===== config.mk =====
export PLATFORM = sky130hd
export DESIGN_NAME = seg7_scan_driver
export DESIGN_NICKNAME = d
export VERILOG_FILES = /design/src/rtl/seg7_pkg.sv /design/src/rtl/seg7_scan_driver_decode.sv /design/src/rtl/seg7_scan_driver.sv
export SDC_FILE = /design/constraint.sdc
export NUM_CORES = 1
export LEC_CHECK = 0
export ABC_AREA = 1
export CORE_MARGIN = 5
export CORE_UTILIZATION = 45
export CTS_CLUSTER_SIZE = 40
export DETAILED_ROUTE_END_ITERATION = 12
export GPL_TIMING_DRIVEN = 0
export PLACE_DENSITY = 0.69
export SYNTH_ARGS = -nofsm -noshare
export SYNTH_HDL_FRONTEND = slang
export SYNTH_SLANG_ARGS = --single-unit

===== constraint.sdc =====
create_clock -name clk -period 4.68 [get_ports clk]
set_input_delay 0.468 -clock clk [delete_from_list [all_inputs] [get_ports clk]]
set_output_delay 0.468 -clock clk [all_outputs]
set_load 0.02 [all_outputs]

===== src/rtl/seg7_pkg.sv =====
// Shared constants and types for the seven-segment scan driver.
// Segment patterns are {g,f,e,d,c,b,a}, active-high (1 lights a segment).
package seg7_pkg;

  localparam int NUM_POS = 6;
  localparam int NUM_DIG = 5;

  typedef logic [2:0] pos_t;
  typedef logic [6:0] seg_t;

  localparam pos_t SIGN_POS = 3'd5;

  localparam seg_t SEG_0     = 7'h3F;
  localparam seg_t SEG_1     = 7'h06;
  localparam seg_t SEG_2     = 7'h5B;
  localparam seg_t SEG_3     = 7'h4F;
  localparam seg_t SEG_4     = 7'h66;
  localparam seg_t SEG_5     = 7'h6D;
  localparam seg_t SEG_6     = 7'h7D;
  localparam seg_t SEG_7     = 7'h07;
  localparam seg_t SEG_8     = 7'h7F;
  localparam seg_t SEG_9     = 7'h6F;
  localparam seg_t SEG_E     = 7'h79;
  localparam seg_t SEG_MINUS = 7'h40;
  localparam seg_t SEG_BLANK = 7'h00;

  // Sign flag plus five BCD digits; dig[0] is the ones digit.
  typedef struct packed {
    logic                        neg;
    logic [NUM_DIG-1:0][3:0]     dig;
  } disp_t;

  function automatic seg_t seg_pol(
    input seg_t p,
    input logic inv
  );
    return inv ? ~p : p;
  endfunction

  function automatic logic [3:0] dig_at(
    input disp_t d,
    input pos_t  p
  );
    logic [3:0] r;
    case (p)
      3'd0:    r = d.dig[0];
      3'd1:    r = d.dig[1];
      3'd2:    r = d.dig[2];
      3'd3:    r = d.dig[3];
      3'd4:    r = d.dig[4];
      default: r = 4'h0;
    endcase
    return r;
  endfunction

endpackage


===== src/rtl/seg7_scan_driver_decode.sv =====
// Combinational BCD to seven-segment decoder, active-high output.
// Ports: code_i (4b digit code), blank_i (force blank), seg_o (pattern).
module seg7_decode
  import seg7_pkg::*;
(
  input  logic [3:0] code_i,
  input  logic       blank_i,
  output seg_t       seg_o
);

  seg_t pat;

  always_comb begin
    pat = SEG_E;
    case (code_i)
      4'd0:    pat = SEG_0;
      4'd1:    pat = SEG_1;
      4'd2:    pat = SEG_2;
      4'd3:    pat = SEG_3;
      4'd4:    pat = SEG_4;
      4'd5:    pat = SEG_5;
      4'd6:    pat = SEG_6;
      4'd7:    pat = SEG_7;
      4'd8:    pat = SEG_8;
      4'd9:    pat = SEG_9;
      default: pat = SEG_E;
    endcase
  end

  assign seg_o = blank_i ? SEG_BLANK : pat;

endmodule


===== src/rtl/seg7_scan_driver.sv =====
// Six-position multiplexed seven-segment driver (sign + five BCD digits).
// Ports: clk, rst_n, load/negative/bcd_digit0..4 in; an, seg, frame_done out.
// Optional macro SEG7_LZ_BLANK_EN enables leading-zero suppression.
module seg7_scan_driver
  import seg7_pkg::*;
#(
  parameter int REFRESH_DIV    = 50000,
  parameter int SEG_ACTIVE_LOW = 1,
  parameter int AN_ACTIVE_LOW  = 1
) (
  input  logic               clk,
  input  logic               rst_n,
  input  logic               load,
  input  logic               negative,
  input  logic [3:0]         bcd_digit0,
  input  logic [3:0]         bcd_digit1,
  input  logic [3:0]         bcd_digit2,
  input  logic [3:0]         bcd_digit3,
  input  logic [3:0]         bcd_digit4,
  output logic [NUM_POS-1:0] an,
  output logic [6:0]         seg,
  output logic               frame_done
);

  localparam int PW = $clog2(REFRESH_DIV);
  localparam logic SEG_INV = (SEG_ACTIVE_LOW != 0);
  localparam logic AN_INV  = (AN_ACTIVE_LOW != 0);

  localparam logic [NUM_POS-1:0] AN_OFF =
    AN_INV ? {NUM_POS{1'b1}} : {NUM_POS{1'b0}};
  localparam seg_t SEG_OFF =
    SEG_INV ? 7'h7F : 7'h00;

  logic [PW-1:0]      pre_q, pre_d;
  pos_t               idx_q, idx_d;
  logic               lit_q, lit_d;
  disp_t              pend_q, pend_d;
  disp_t              disp_q, disp_d;
  logic [NUM_POS-1:0] an_q, an_d;
  seg_t               seg_q, seg_d;
  logic               fd_q, fd_d;

  disp_t              in_w;
  logic               tick;
  logic               wrap;
  logic [3:0]         code;
  logic [NUM_POS-1:0] lz;
  logic               blank;
  seg_t               dec_pat;
  seg_t               pat;
  logic [NUM_POS-1:0] an_on;

  assign in_w = {negative,
                 bcd_digit4,
                 bcd_digit3,
                 bcd_digit2,
                 bcd_digit1,
                 bcd_digit0};

  assign tick = (pre_q == PW'(REFRESH_DIV - 1));

  // The first tick after reset only lights position 0;
  // later ticks advance the scan.
  assign wrap = tick && lit_q &&
                (idx_q == SIGN_POS);

  always_comb begin
    pre_d  = tick ? '0 : pre_q + PW'(1);
    lit_d  = lit_q | tick;
    pend_d = load ? in_w : pend_q;
    idx_d  = idx_q;
    if (tick && lit_q) begin
      idx_d = (idx_q == SIGN_POS)
            ? pos_t'(0)
            : idx_q + pos_t'(1);
    end
    // A load on the boundary cycle bypasses pending.
    disp_d = disp_q;
    if (wrap) begin
      disp_d = load ? in_w : pend_q;
    end
    fd_d = wrap;
  end

`ifdef SEG7_LZ_BLANK_EN
  // lz[i]: digit i and every higher digit are zero.
  always_comb begin
    lz = '0;
    lz[NUM_DIG-1] = (disp_d.dig[NUM_DIG-1] == 4'h0);
    for (int i = NUM_DIG - 2; i >= 1; i--) begin
      lz[i] = lz[i+1] &&
              (disp_d.dig[i] == 4'h0);
    end
  end
`else
  always_comb begin
    lz = '0;
  end
`endif

  assign code  = dig_at(disp_d, idx_d);
  assign blank = lz[idx_d];

  seg7_decode u_dec (
    .code_i  (code),
    .blank_i (blank),
    .seg_o   (dec_pat)
  );

  always_comb begin
    pat = dec_pat;
    if (idx_d == SIGN_POS) begin
      pat = disp_d.neg ? SEG_MINUS
                       : SEG_BLANK;
    end
  end

  assign an_on = NUM_POS'(1) << idx_d;

  always_comb begin
    an_d  = an_q;
    seg_d = seg_q;
    if (tick) begin
      an_d  = AN_INV ? ~an_on : an_on;
      seg_d = seg_pol(pat, SEG_INV);
    end
  end

  always_ff @(posedge clk or negedge rst_n) begin
    if (!rst_n) begin
      pre_q  <= '0;
      idx_q  <= '0;
      lit_q  <= 1'b0;
      pend_q <= '0;
      disp_q <= '0;
      an_q   <= AN_OFF;
      seg_q  <= SEG_OFF;
      fd_q   <= 1'b0;
    end else begin
      pre_q  <= pre_d;
      idx_q  <= idx_d;
      lit_q  <= lit_d;
      pend_q <= pend_d;
      disp_q <= disp_d;
      an_q   <= an_d;
      seg_q  <= seg_d;
      fd_q   <= fd_d;
    end
  end

  assign an         = an_q;
  assign seg        = seg_q;
  assign frame_done = fd_q;

endmodule


==> run summary, run 1 <==
The post-CTS setup buffer count is 0. The number of sinks on the clock net came out at 76. The number of I/O pins came out at 38. TritonCTS built the clock tree. The wire length after detailed routing came out at 7.939 mm. Across the run, the number of max-cap violations was 0. The global routing stage identified its most utilized layer as met2.

The initial antenna violation count is 0. Net switching is 22.17% of the power. The insertion delay of the later-clocked pin in the worst-skew pair is 350 ps. After synthesis the cells add up to 3795 sq um. The die width came out at 101.8 um.

The placer congestion estimate is 0.8322. In this run the clock root is driven by a clkbuf_8. The achievable frequency came out at 0.3385 GHz.

Sorting the synthesized cells by area gives the leading types as dfrtp_1 42%, nand2_1 18%, dfstp_2 9.0%. The maximum number of pins on one net before global-route repair is 64. The worst hold margin is 470.6 ps.

Dividing the detail-routed wire length by the instance count gives 12.31 um. The max-slew headroom at the worst pin came out at 63.53%. The number of standard cells after synthesis came out at 485. The number of buffers inserted by port buffering came out at 37. For met1 alone, demand over resource in global routing was 21.63%. The effective utilization at floorplan came out at 46.19%.

The number of distinct library cells after synthesis came out at 33. The final count of negative-setup-slack endpoints came out at 0. The clock network fraction of total power came out at 43.6%.

In this run the core area contains 33 standard-cell rows. The time the final worst path needs with I/O delays and setup is 2955 ps. The number of hold-slack violations in the final timing report came out at 0. CTS built an H-tree with a depth of 3. The number of optimization iterations in the first detailed-route pass came out at 5.

The antenna violation net count after detailed routing is 0. The max-slew violation count came to 0. The number of buffers created by CTS came out at 9. The flow ran to the end, and the final reports show no timing, DRC or antenna violations.

After the first detailed-routing iteration, the DRC count stood at 148. Setup repair after global routing left no endpoint under its margin. The largest fanout on the critical path came out at 5. The via count came out at 3184. For met3 alone, demand over resource in global routing was 4.505%.

The number of diodes added for antenna fixing came out at 0. The clock transition at the registers of the reported paths is 80 ps. STA classifies the critical path startpoint as a flip-flop. The worst setup path is of the flip-flop to flip-flop kind. The total of fill cells in the finished design is 767.

The peak ir drop on the vdd network came out at 0.0001633 V. The sequential-to-total area share from yosys stat is 50.54%. The global-route total usage across every layer is 16.91%.

The number of nets in the synthesized netlist is 515. The area share of the largest cell type after synthesis came out at 41.54%. The die span in y is 101.8 um. The net load switching power came out at 290.4 uW. The internal cell power is 1020 uW. The total overflow left after global routing is 0. The part of the total power dissipated in combinational logic is 4.8%. The power density normalized to cell area is 287.1 nW/um^2. The number of vias per cell came out at 4.936. The largest clock skew in the final design is 15.07 ps. The first global-routing pass estimated 13.98 mm of wire. The die covers 10370 sq um. The layout overhead on the synthesized area is 20.24%. The min-delay analysis places its worst path in the category flip-flop to flip-flop.

Summed over all nets, the half-perimeter wirelength after detailed placement is 5.917 mm. The arrival time reported for the critical path endpoint is 3230 ps. The met2 track utilization from global routing came out at 28.52%. The worst path required time is 4960 ps.

The average footprint of a synthesized cell is 7.825 sq um. The leading area contributor after synthesis is dfrtp_1. The register share of total power is 51.6%. The largest buffer count on any clock path is 2.

In the final layout, the share of cells above drive strength 1 is 12.22%. The number of global-route vias before repair is 3112. The total leakage power came out at 0.002330 uW. The final layout net count is 565. The final clock period utilization by the worst path came out at 63.13%.

The yosys synthesis warning count is 0. The measured slew at the worst slew-check pin came out at 545.0 ps. The worst setup path is captured at a flip-flop. The total core area is 8217 sq um. In this run, synthesis produced a sequential element count of 76. The total negative slack came out at 0 ps. The remaining routing DRC violations came out at 0.
-- cell usage after synthesis --
cell	number
nand2_1	180
dfrtp_1	63
nor2_1	57
inv_1	40
nand3_1	28
nand4_1	21
dfstp_2	13
a21oi_1	10
inv_2	9
clkbuf_1	6
ha_1	6
nand2_2	6
o21ai_0	6
nor2_2	4
xor2_1	4
a31oi_1	3
buf_2	3
nor3_1	3
o21ai_1	3
buf_1	2
buf_4	2
buf_6	2
nand3_4	2
nor2_4	2
or2_2	2
and2_1	1
and3_1	1
clkinv_1	1
nand3b_1	1
nor2_8	1
nor3_2	1
nor3_4	1
nor3b_1	1
-- kinds of logic (layout without fill, tap and decap cells) --
| logic type | count (synthesis) | in the layout | synth area share, % |
|---|---|---|---|
| adders and majority gates | 6 | 6 | 1.978 |
| xor gates and xnor gates | 4 | 4 | 0.9231 |
| DFF | 76 | 76 | 50.54 |
| buffers and inverters | 65 | 120 | 7.121 |
| and+or+nand+nor | 312 | 312 | 36.43 |
| AOI/OAI and AO/OA | 22 | 22 | 3.000 |
-- sequential cells by signal (all words and copies together), names as in the netlist --
| name | cells |
|---|---|
| disp_q | 21 |
| pend_q | 21 |
| pre_q | 16 |
| seg | 7 |
| an | 6 |
| idx_q | 3 |
| frame_done | 1 |
| lit_q | 1 |
-- final timing paths --
path | to | slack [ps] | depth (start not counted) | startpoint
max reg2reg | seg[1] | 1730 | 16 | pre_q[0]
min reg2reg | pre_q[0] | 470 | 1 | pre_q[0]
min in group asynchronous | frame_done | 520 | 2 | rst_n
max | seg[1] | 1730 | 16 | pre_q[0]
min | pre_q[0] | 470 | 1 | pre_q[0]
max in group asynchronous | an[3] | 3540 | 3 | rst_n
-- placed cells by master, fill, tap and decap left out, drive strengths merged --
| cell type | instances |
|---|---|
| nand4 | 21 |
| or2 | 2 |
| dlygate4sd3 | 1 |
| dfstp | 13 |
| nor2 | 64 |
| nand3b | 1 |
| inv | 51 |
| and3 | 1 |
| o21ai | 9 |
| ha | 6 |
| clkbuf | 16 |
| xor2 | 4 |
| clkdlybuf4s50 | 36 |
| nor3b | 1 |
| dfrtp | 63 |
| and2 | 1 |
| a31oi | 3 |
| nor3 | 5 |
| a21oi | 10 |
| nand2 | 186 |
| clkinvlp | 1 |
| clkinv | 2 |
| nand3 | 30 |
| bufinv | 2 |
| buf | 11 |
-- power groups by stage --
stage	clock network (uW)	logic, uW	registers [uW]
finish	571	62.8	676
CTS	590	64.8	677
global placement	0	59.7	689
floorplan	0	21.8	688
detailed placement	0	63.8	689
global route	619	72.3	678
-- metrics by stage --
stage / cells / worst slack (ps) / util (%) / area [sq um] / power, uW
after floorplan: 485 / 2356 / - / 3795 / 710.0
after global placement: 627 / 495.6 / 52.29 / 4297 / 748.7
after detailed placement: 628 / 1734 / 52.60 / 4322 / 753.0
after CTS: 645 / 1758 / 55.54 / 4563 / 1331
after global routing: 645 / 1507 / 55.54 / 4563 / 1369
final: 645 / 1725 / 55.54 / 4563 / 1310
-- timing repair --
item                                    in CTS  in global routing
hold buffers                                 1                  0
hold endpoints to repair                    13                  0
endpoints found under the setup margin       0                  0
resized for setup                            0                  0
-- cell type report --
| type | count | area (sq um) | area share [%] |
|---|---|---|---|
| timing repair buffer | 39 | 405.4 | 8.884 |
| inverter | 50 | 187.7 | 4.113 |
| clock buffer | 10 | 137.6 | 3.016 |
| buffer | 15 | 82.58 | 1.810 |
| multi-input combinational | 344 | 1607 | 35.21 |
| clock inverter | 6 | 93.84 | 2.056 |
| sequential | 76 | 1918 | 42.03 |
| tap | 105 | 131.4 | 2.879 |
-- per-layer routing --
| metal | routed length [um] | vias up |
|---|---|---|
| li1 | - | 1619 |
| met1 | 3624 | 1485 |
| met2 | 3932 | 72 |
| met3 | 302 | 8 |
| met4 | 80 | 0 |
| met5 | 0 | - |
-- worst max-delay path: stages, from the launching register on --
cell	delay (ps)
dfrtp_1	380
ha_1	210
nand3_1	190
nor3_2	230
nand3_1	130
nand2_1	80
nand2_1	130
nor2_1	460
nand2_1	90
nand2_1	100
nor2_1	50
nand2_1	160
inv_1	120
ha_1	280
nor2_1	100
nor2_1	50
a21oi_1	130
Note: power is estimated with default switching activity, not from simulation.
==> run 2, diff against run 1 <==
==> constraint.sdc (replaced) <==
create_clock -name clk -period 2.8 [get_ports clk]
set_input_delay 0.28 -clock clk [delete_from_list [all_inputs] [get_ports clk]]
set_output_delay 0.28 -clock clk [all_outputs]
set_load 0.02 [all_outputs]
==> run summary, run 2 (synthesis gave the netlist of run 1 again) <==
The die width is 101.8 um (unchanged). The final count of negative-setup-slack endpoints is 0 (unchanged). The via count came out at 3226 (was 3184). The initial antenna violation count came out at 0 (unchanged). Largest registers: disp_q: 21 flops, pend_q: 21 flops, pre_q: 16 flops (unchanged).

The register share of total power came to 51.7% (was 51.6%). The area occupied by multi-input gates is 1665 sq um (was 1607 sq um). The clock transition at the registers of the reported paths came out at 80 ps (about the same). The number of hold-slack violations in the final timing report was 0 (unchanged). The element type at the critical path start is a flip-flop (unchanged). The classification of the worst setup path was flip-flop to flip-flop (unchanged). The clock network fraction of total power is 43.5% (was 43.6%). The number of buffers inserted by port buffering came out at 37 (unchanged). Status: finished, final reports clean (unchanged). The clock tree root driver cell is clkbuf_8 (unchanged). The max-slew violation count was 0 (unchanged).

The number of sinks on the clock net came out at 76 (unchanged). The number of design-rule violations left by the first detailed-router iteration was 164 (was 148). The effective utilization at floorplan came out at 46.19% (unchanged). The leading cell type in the layout, fill and taps excluded is nand2_1 (unchanged). The final clock period utilization by the worst path is 91.17% (was 63.13%). The internal cell power came to 1704 uW (was 1020 uW). The fraction of power spent switching nets is 22.13% (was 22.17%).

The total core area came out at 8217 sq um (unchanged). List of cells traversed by the critical path: ha_2 > nand2_1 > nor2_2 > nand3_4 > nor2_8 > buf_6 > nand4_1 > nand2_2 > nand3_1 > nand2_1 > inv_1 > nand2_1 > inv_1 > ha_1 > inv_1 > nand2_1 > nand2_1 > nand2_1 > a21oi_1 (was ha_1 > nand3_1 > nor3_2 > nand3_1 > nand2_1 > nand2_1 > nor2_1 > nand2_1 > nand2_1 > nor2_1 > nand2_1 > inv_1 > ha_1 > nor2_1 > nor2_1 > a21oi_1). The leftover overflow at the end of global routing is 0 (unchanged). The capturing element type of the critical path is a flip-flop (unchanged). Commonest cells after routing, fill and taps aside: 176 x nand2_1, 63 x dfrtp_1, 54 x nor2_1 (was 180 x nand2_1, 63 x dfrtp_1, 57 x nor2_1).

The remaining routing DRC violations came to 0 (unchanged). The number of violations of the max-capacitance limit is 0 (unchanged). The total leakage power is 0.002357 uW (was 0.002330 uW).

The largest fanout on the critical path is 10 (was 5). The largest incremental delay on the critical path came to 390 ps (was 460 ps). The largest clock skew in the final design is 14.32 ps (was 15.07 ps).

The measured slew at the worst slew-check pin was 429.3 ps (was 545.0 ps). The power density normalized to cell area is 469.1 nW/um^2 (was 287.1 nW/um^2). The number of buffers created by CTS is 9 (unchanged). The most prevalent standard cell on the critical path was nand2_1 (unchanged).

The total of fill cells in the finished design is 761 (was 767). The number of diodes added for antenna fixing came out at 0 (unchanged). The fraction of layout instances using a drive strength above 1 came out at 15.07% (was 12.22%). The first-pass GRT wire length came to 14.03 mm (was 13.98 mm).

The number of I/O pins was 38 (unchanged). The maximum number of pins on one net before global-route repair is 64 (unchanged). The worst hold-check path type is primary input to async pin (was flip-flop to flip-flop). The CTS tree is done (unchanged). The number of vias per cell is 4.971 (was 4.936).

The area occupied by registers came out at 1918 sq um (unchanged). The CTS H-tree depth is 3 (unchanged). The worst path required time was 3080 ps (was 4960 ps). The placer congestion estimate came out at 0.8322 (unchanged). The largest buffer count on any clock path came out at 2 (unchanged). The part of the total power dissipated in combinational logic came out at 4.8% (about the same). The max-slew headroom at the worst pin came to 71.38% (was 63.53%). The layout overhead on the synthesized area came out at 22.91% (was 20.24%). The achievable frequency came out at 0.3917 GHz (was 0.3385 GHz).

The antenna violation net count after detailed routing came out at 0 (unchanged). The die span in y came out at 101.8 um (unchanged). The average wire length per cell after detail routing came out at 12.49 um (was 12.31 um).

The global-route total usage across every layer came out at 17.02% (was 16.91%). The half-perimeter wire length after placement is 5.917 mm (unchanged). The insertion delay of the later-clocked pin in the worst-skew pair is 350 ps (about the same). The cell with the largest stage delay on the worst path was dfrtp_1 (was nor2_1). The wire length after detailed routing came out at 8.106 mm (was 7.939 mm). The net load switching power is 484.2 uW (was 290.4 uW). The die footprint came out at 10370 sq um (unchanged). The time the final worst path needs with I/O delays and setup came out at 2553 ps (was 2955 ps). The total chip power is 2188 uW (was 1310 uW). The core occupancy in the finished layout was 56.77% (was 55.54%). The number of optimization iterations in the first detailed-route pass is 4 (was 5).

The peak ir drop on the vdd network is 0.0002741 V (was 0.0001633 V). The number of global-route vias before repair came to 3141 (was 3112). The number of cell rows is 33 (unchanged). The arrival time reported for the critical path endpoint came out at 2830 ps (was 3230 ps). The final layout net count was 569 (was 565).
[run 2: repair_timing]
item                       CTS  global route
hold endpoints to repair    13             0
setup endpoints to repair    6             7
hold buffers                 1             0
pin swaps                    0             2
setup buffers                0             4
gates resized for setup      2            22
[run 2: final cells by class]
| type | count | area share (%) |
|---|---|---|
| multi-input cells | 344 | 35.70 |
| repair buffers | 43 | 9.335 |
| flip-flops and latches | 76 | 41.12 |
| well taps | 105 | 2.817 |
| clock buffers | 10 | 2.951 |
| clock inverters | 6 | 2.012 |
| inverters | 50 | 4.077 |
| plain buffers | 15 | 1.985 |
[run 2: worst paths after layout]
| path | start | end | slack (ps) | depth (start not counted) |
|---|---|---|---|---|
| worst max register to register | pre_q[0] | seg[4] | 250 | 19 |
| worst min-delay path | rst_n | pre_q[2] | 330 | 2 |
| worst max-delay path | pre_q[0] | seg[4] | 250 | 19 |
| max in group asynchronous | rst_n | an[3] | 1850 | 3 |
| worst min register to register | pre_q[0] | pre_q[0] | 470 | 1 |
| min in group clk | pre_q[0] | pre_q[0] | 470 | 1 |
[run 2: stage by stage]
step	cell area, sq um	std cells	setup slack, ps	hold WS (ps)	setup TNS, ps
after CTS	4568	645	0.6357	326.1	0
after floorplan	3795	485	475.8	-15.59	0
after global routing	4664	649	-2.504	336.0	-2.504
final	4664	649	247.3	331.8	0
after detailed placement	4322	628	-108.5	155.0	-322.5
after global placement	4297	627	-1196	452.6	-79480
[run 2: critical path, delay by kind of cell (launching register included)]
kind / cells / cell delay [ps]
simple gates: 12 / 1170
fa+ha+maj: 2 / 440
flops: 1 / 390
buf+inv: 4 / 340
compound gates: 1 / 140
[run 2: metal layers]
| metal | GRT usage, % | up-vias | wire length [um] |
|---|---|---|---|
| li1 | - | 1635 | - |
| met1 | 21.59 | 1512 | 3630 |
| met2 | 28.72 | 62 | 4019 |
| met3 | 4.573 | 17 | 294 |
| met4 | 5.045 | 0 | 161 |
| met5 | 0 | - | 0 |
[run 2: power by group through the flow]
stage / Combinational [uW] / Sequential (uW) / Clock [uW]
5_1_grt: 121 / 1130 / 1030
6_report: 105 / 1130 / 953
4_1_cts: 108 / 1130 / 986
2_1_floorplan: 36.4 / 1150 / 0
3_5_place_dp: 107 / 1150 / 0
3_3_place_gp: 99.8 / 1150 / 0
==> run 3, diff against run 2 <==
--- a/config.mk
+++ b/config.mk
@@ -6,12 +6,14 @@
 export NUM_CORES = 1
 export LEC_CHECK = 0
 export ABC_AREA = 1
+export CELL_PAD_IN_SITES_DETAIL_PLACEMENT = 1
+export CELL_PAD_IN_SITES_GLOBAL_PLACEMENT = 2
 export CORE_MARGIN = 5
-export CORE_UTILIZATION = 45
+export CORE_UTILIZATION = 33
 export CTS_CLUSTER_SIZE = 40
 export DETAILED_ROUTE_END_ITERATION = 12
 export GPL_TIMING_DRIVEN = 0
-export PLACE_DENSITY = 0.69
+export PLACE_DENSITY = 0.82
 export SYNTH_ARGS = -nofsm -noshare
 export SYNTH_HDL_FRONTEND = slang
 export SYNTH_SLANG_ARGS = --single-unit
==> run summary, run 3 (synthesis gave the netlist of run 1 again) <==
The number of global-route vias before repair came to 3500 (was 3141). The critical path's top delay family is simple AND/OR/NAND/NOR gates (unchanged). The largest incremental delay on the critical path came out at 400 ps (was 390 ps). The number of violations of the max-capacitance limit came out at 0 (unchanged). The achievable frequency is 0.3807 GHz (was 0.3917 GHz). The number of vias per cell is 4.675 (was 4.971). The placer congestion estimate is 0.7916 (was 0.8322). The initial antenna violation count came out at 0 (unchanged). The half-perimeter wire length after placement was 7.226 mm (was 5.917 mm). The CTS H-tree depth is 3 (unchanged). The capturing element type of the critical path was a flip-flop (unchanged).

The die width came to 117.2 um (was 101.8 um). The number of optimization iterations in the first detailed-route pass is 4 (unchanged). The path length in cells of the critical path is 18 (was 19). The clock network fraction of total power is 45.5% (was 43.5%). The number of design-rule violations left by the first detailed-router iteration came out at 100 (was 164). The die span in y is 117.2 um (was 101.8 um).

Largest registers: disp_q: 21 flops, pend_q: 21 flops, pre_q: 16 flops (unchanged). The die footprint came out at 13740 sq um (was 10370 sq um). The total leakage power came out at 0.002437 uW (was 0.002357 uW).

The power density normalized to cell area came out at 467.6 nW/um^2 (was 469.1 nW/um^2). The worst path required time came out at 3070 ps (was 3080 ps). The leftover overflow at the end of global routing came out at 0 (unchanged).

The time the final worst path needs with I/O delays and setup came to 2627 ps (was 2553 ps). The CTS tree is done (unchanged). The net load switching power was 503.8 uW (was 484.2 uW). The number of I/O pins is 38 (unchanged). The fraction of power spent switching nets is 22.18% (was 22.13%). The via count came to 3249 (was 3226). The final clock period utilization by the worst path is 93.82% (was 91.17%). The worst hold-check path type was primary input to async pin (unchanged). The leading cell type in the layout, fill and taps excluded was nand2_1 (unchanged). The post-layout instance area is 4858 sq um (was 4664 sq um). The number of buffer and inverter instances along the worst setup path came to 4 (unchanged). The register share of total power came to 49.9% (was 51.7%). The measured slew at the worst slew-check pin came out at 487.5 ps (was 429.3 ps). The first-pass GRT wire length came out at 16.60 mm (was 14.03 mm). The remaining routing DRC violations came out at 0 (unchanged). The final layout net count is 577 (was 569). Status: finished, final reports clean (unchanged). The core occupancy in the finished layout is 42.92% (was 56.77%). The final count of negative-setup-slack endpoints is 0 (unchanged).

List of cells traversed by the critical path: ha_4 > nand2_1 > nor2_2 > nand3_4 > nor2_8 > nand3_4 > buf_4 > o21ai_2 > inv_1 > nor2_1 > nor2_2 > nand2_2 > inv_2 > buf_4 > ha_1 > nand2_1 > nand3_1 > a21oi_1 (was ha_2 > nand2_1 > nor2_2 > nand3_4 > nor2_8 > buf_6 > nand4_1 > nand2_2 > nand3_1 > nand2_1 > inv_1 > nand2_1 > inv_1 > ha_1 > inv_1 > nand2_1 > nand2_1 > nand2_1 > a21oi_1). The logic depth of the worst register-to-register path came to 18 (was 19). The max-slew violation count came to 0 (unchanged).

The cell area reported after detailed placement was 4362 sq um (was 4322 sq um). The peak ir drop on the vdd network is 0.0002708 V (was 0.0002741 V). The element type at the critical path start is a flip-flop (unchanged). Commonest cells after routing, fill and taps aside: 174 x nand2_1, 62 x dfrtp_1, 50 x nor2_1 (was 176 x nand2_1, 63 x dfrtp_1, 54 x nor2_1). The layout overhead on the synthesized area is 28.03% (was 22.91%). The average wire length per cell after detail routing came out at 14.11 um (was 12.49 um).

The maximum number of pins on one net before global-route repair was 42 (was 64). The cell with the largest stage delay on the worst path is dfrtp_1 (unchanged). The largest fanout on the critical path was 8 (was 10). The insertion delay of the later-clocked pin in the worst-skew pair came out at 340 ps (was 350 ps). The total core area came out at 11320 sq um (was 8217 sq um).

The number of buffers created by CTS is 9 (unchanged). The largest clock skew in the final design is 7.207 ps (was 14.32 ps). The global-route total usage across every layer came out at 15.41% (was 17.02%). The number of diodes added for antenna fixing came out at 0 (unchanged).

The wire length after detailed routing is 9.807 mm (was 8.106 mm). The clock tree root driver cell was clkbuf_16 (was clkbuf_8). The effective utilization at floorplan came out at 33.52% (was 46.19%).

The part of the total power dissipated in combinational logic came out at 4.6% (was 4.8%). The classification of the worst setup path was flip-flop to flip-flop (unchanged). The clock transition at the registers of the reported paths came to 60 ps (was 80 ps). The antenna violation net count after detailed routing came to 0 (unchanged). The number of sinks on the clock net came to 76 (unchanged). The largest buffer count on any clock path came out at 2 (unchanged).

The arrival time reported for the critical path endpoint is 2890 ps (was 2830 ps). The number of hold-slack violations in the final timing report came out at 0 (unchanged). The fraction of layout instances using a drive strength above 1 came out at 17.57% (was 15.07%).

The number of buffers inserted by port buffering came out at 37 (unchanged). The number of cell rows came out at 39 (was 33). The max-slew headroom at the worst pin came to 67.50% (was 71.38%). The internal cell power is 1768 uW (was 1704 uW).
run 3: changes by cell type in the layout (fill, tap and decap cells not counted), sizes merged:
| cell | change |
|---|---|
| clkbuf | +4 |
| clkinvlp | -1 |
| buf | +7 |
| inv | -2 |
| clkinv | +2 |
| bufinv | -2 |
run 3: final cells by class:
| class | instances | area (sq um) |
|---|---|---|
| flip-flops and latches | 76 | 1919 |
| plain buffers | 15 | 103.9 |
| clock inverters | 3 | 15.01 |
| inverters | 50 | 187.7 |
| multi-input cells | 344 | 1708 |
| repair buffers | 51 | 505.5 |
| fillers | 1390 | 6462 |
| well taps | 143 | 178.9 |
| clock buffers | 13 | 240.2 |
run 3: path summary, 6_finish.rpt:
| check | startpoint | endpoint | slack, ps |
|---|---|---|---|
| min in group clk | disp_q[9] | disp_q[9] | 470 |
| hold reg to reg | disp_q[9] | disp_q[9] | 470 |
| setup / recovery | pre_q[0] | seg[5] | 170 |
| max in group asynchronous | rst_n | seg[4] | 1680 |
| setup reg to reg | pre_q[0] | seg[5] | 170 |
| hold / removal | rst_n | pend_q[20] | 450 |
run 3: through the flow:
step	TNS [ps]	cells	hold slack, ps	setup WS [ps]	power (uW)
after detailed placement	-1337	666	280.9	-267.8	1262
final	0	695	451.3	173.0	2272
after global routing	-36.54	695	491.0	-18.18	2372
after floorplan	0	485	-15.59	475.8	1187
after global placement	-90810	665	449.4	-1341	1254
after CTS	0	687	465.1	36.90	2308
run 3: worst reg2reg max path: stages (launching register included):
cell and delay, ps:
dfrtp_1 400, ha_4 160, nand2_1 60, nor2_2 160, nand3_4 110, nor2_8 200
nand3_4 160, buf_4 180, o21ai_2 120, inv_1 60, nor2_1 150, nor2_2 70
nand2_2 130, inv_2 70, buf_4 130, ha_1 170, nand2_1 70, nand3_1 70
a21oi_1 120
run 3: layer usage:
| layer | global-route usage, % | routed length [um] | vias to the layer above |
|---|---|---|---|
| met4 | 5.505 | 140 | 0 |
| met3 | 2.776 | 220 | 12 |
| li1 | - | - | 1641 |
| met5 | 0 | 0 | - |
| met2 | 25.79 | 4828 | 30 |
| met1 | 19.97 | 4618 | 1566 |
run 3: repair_timing:
item	4_1_cts	5_1_grt
buffers inserted	4	7
gates cloned	0	1
gates resized for setup	8	29
setup endpoints to repair	7	7
hold endpoints to repair	35	0
hold buffers	1	0
pin swaps	2	10
run 3: power by group through the flow:
| stage | sequential, uW | clock [uW] | combinational [uW] |
|---|---|---|---|
| final | 1130 | 1030 | 106 |
| after global routing | 1130 | 1110 | 123 |
| after CTS | 1130 | 1060 | 111 |
| after detailed placement | 1150 | 0 | 110 |
| after global placement | 1150 | 0 | 102 |
| after floorplan | 1150 | 0 | 36.4 |
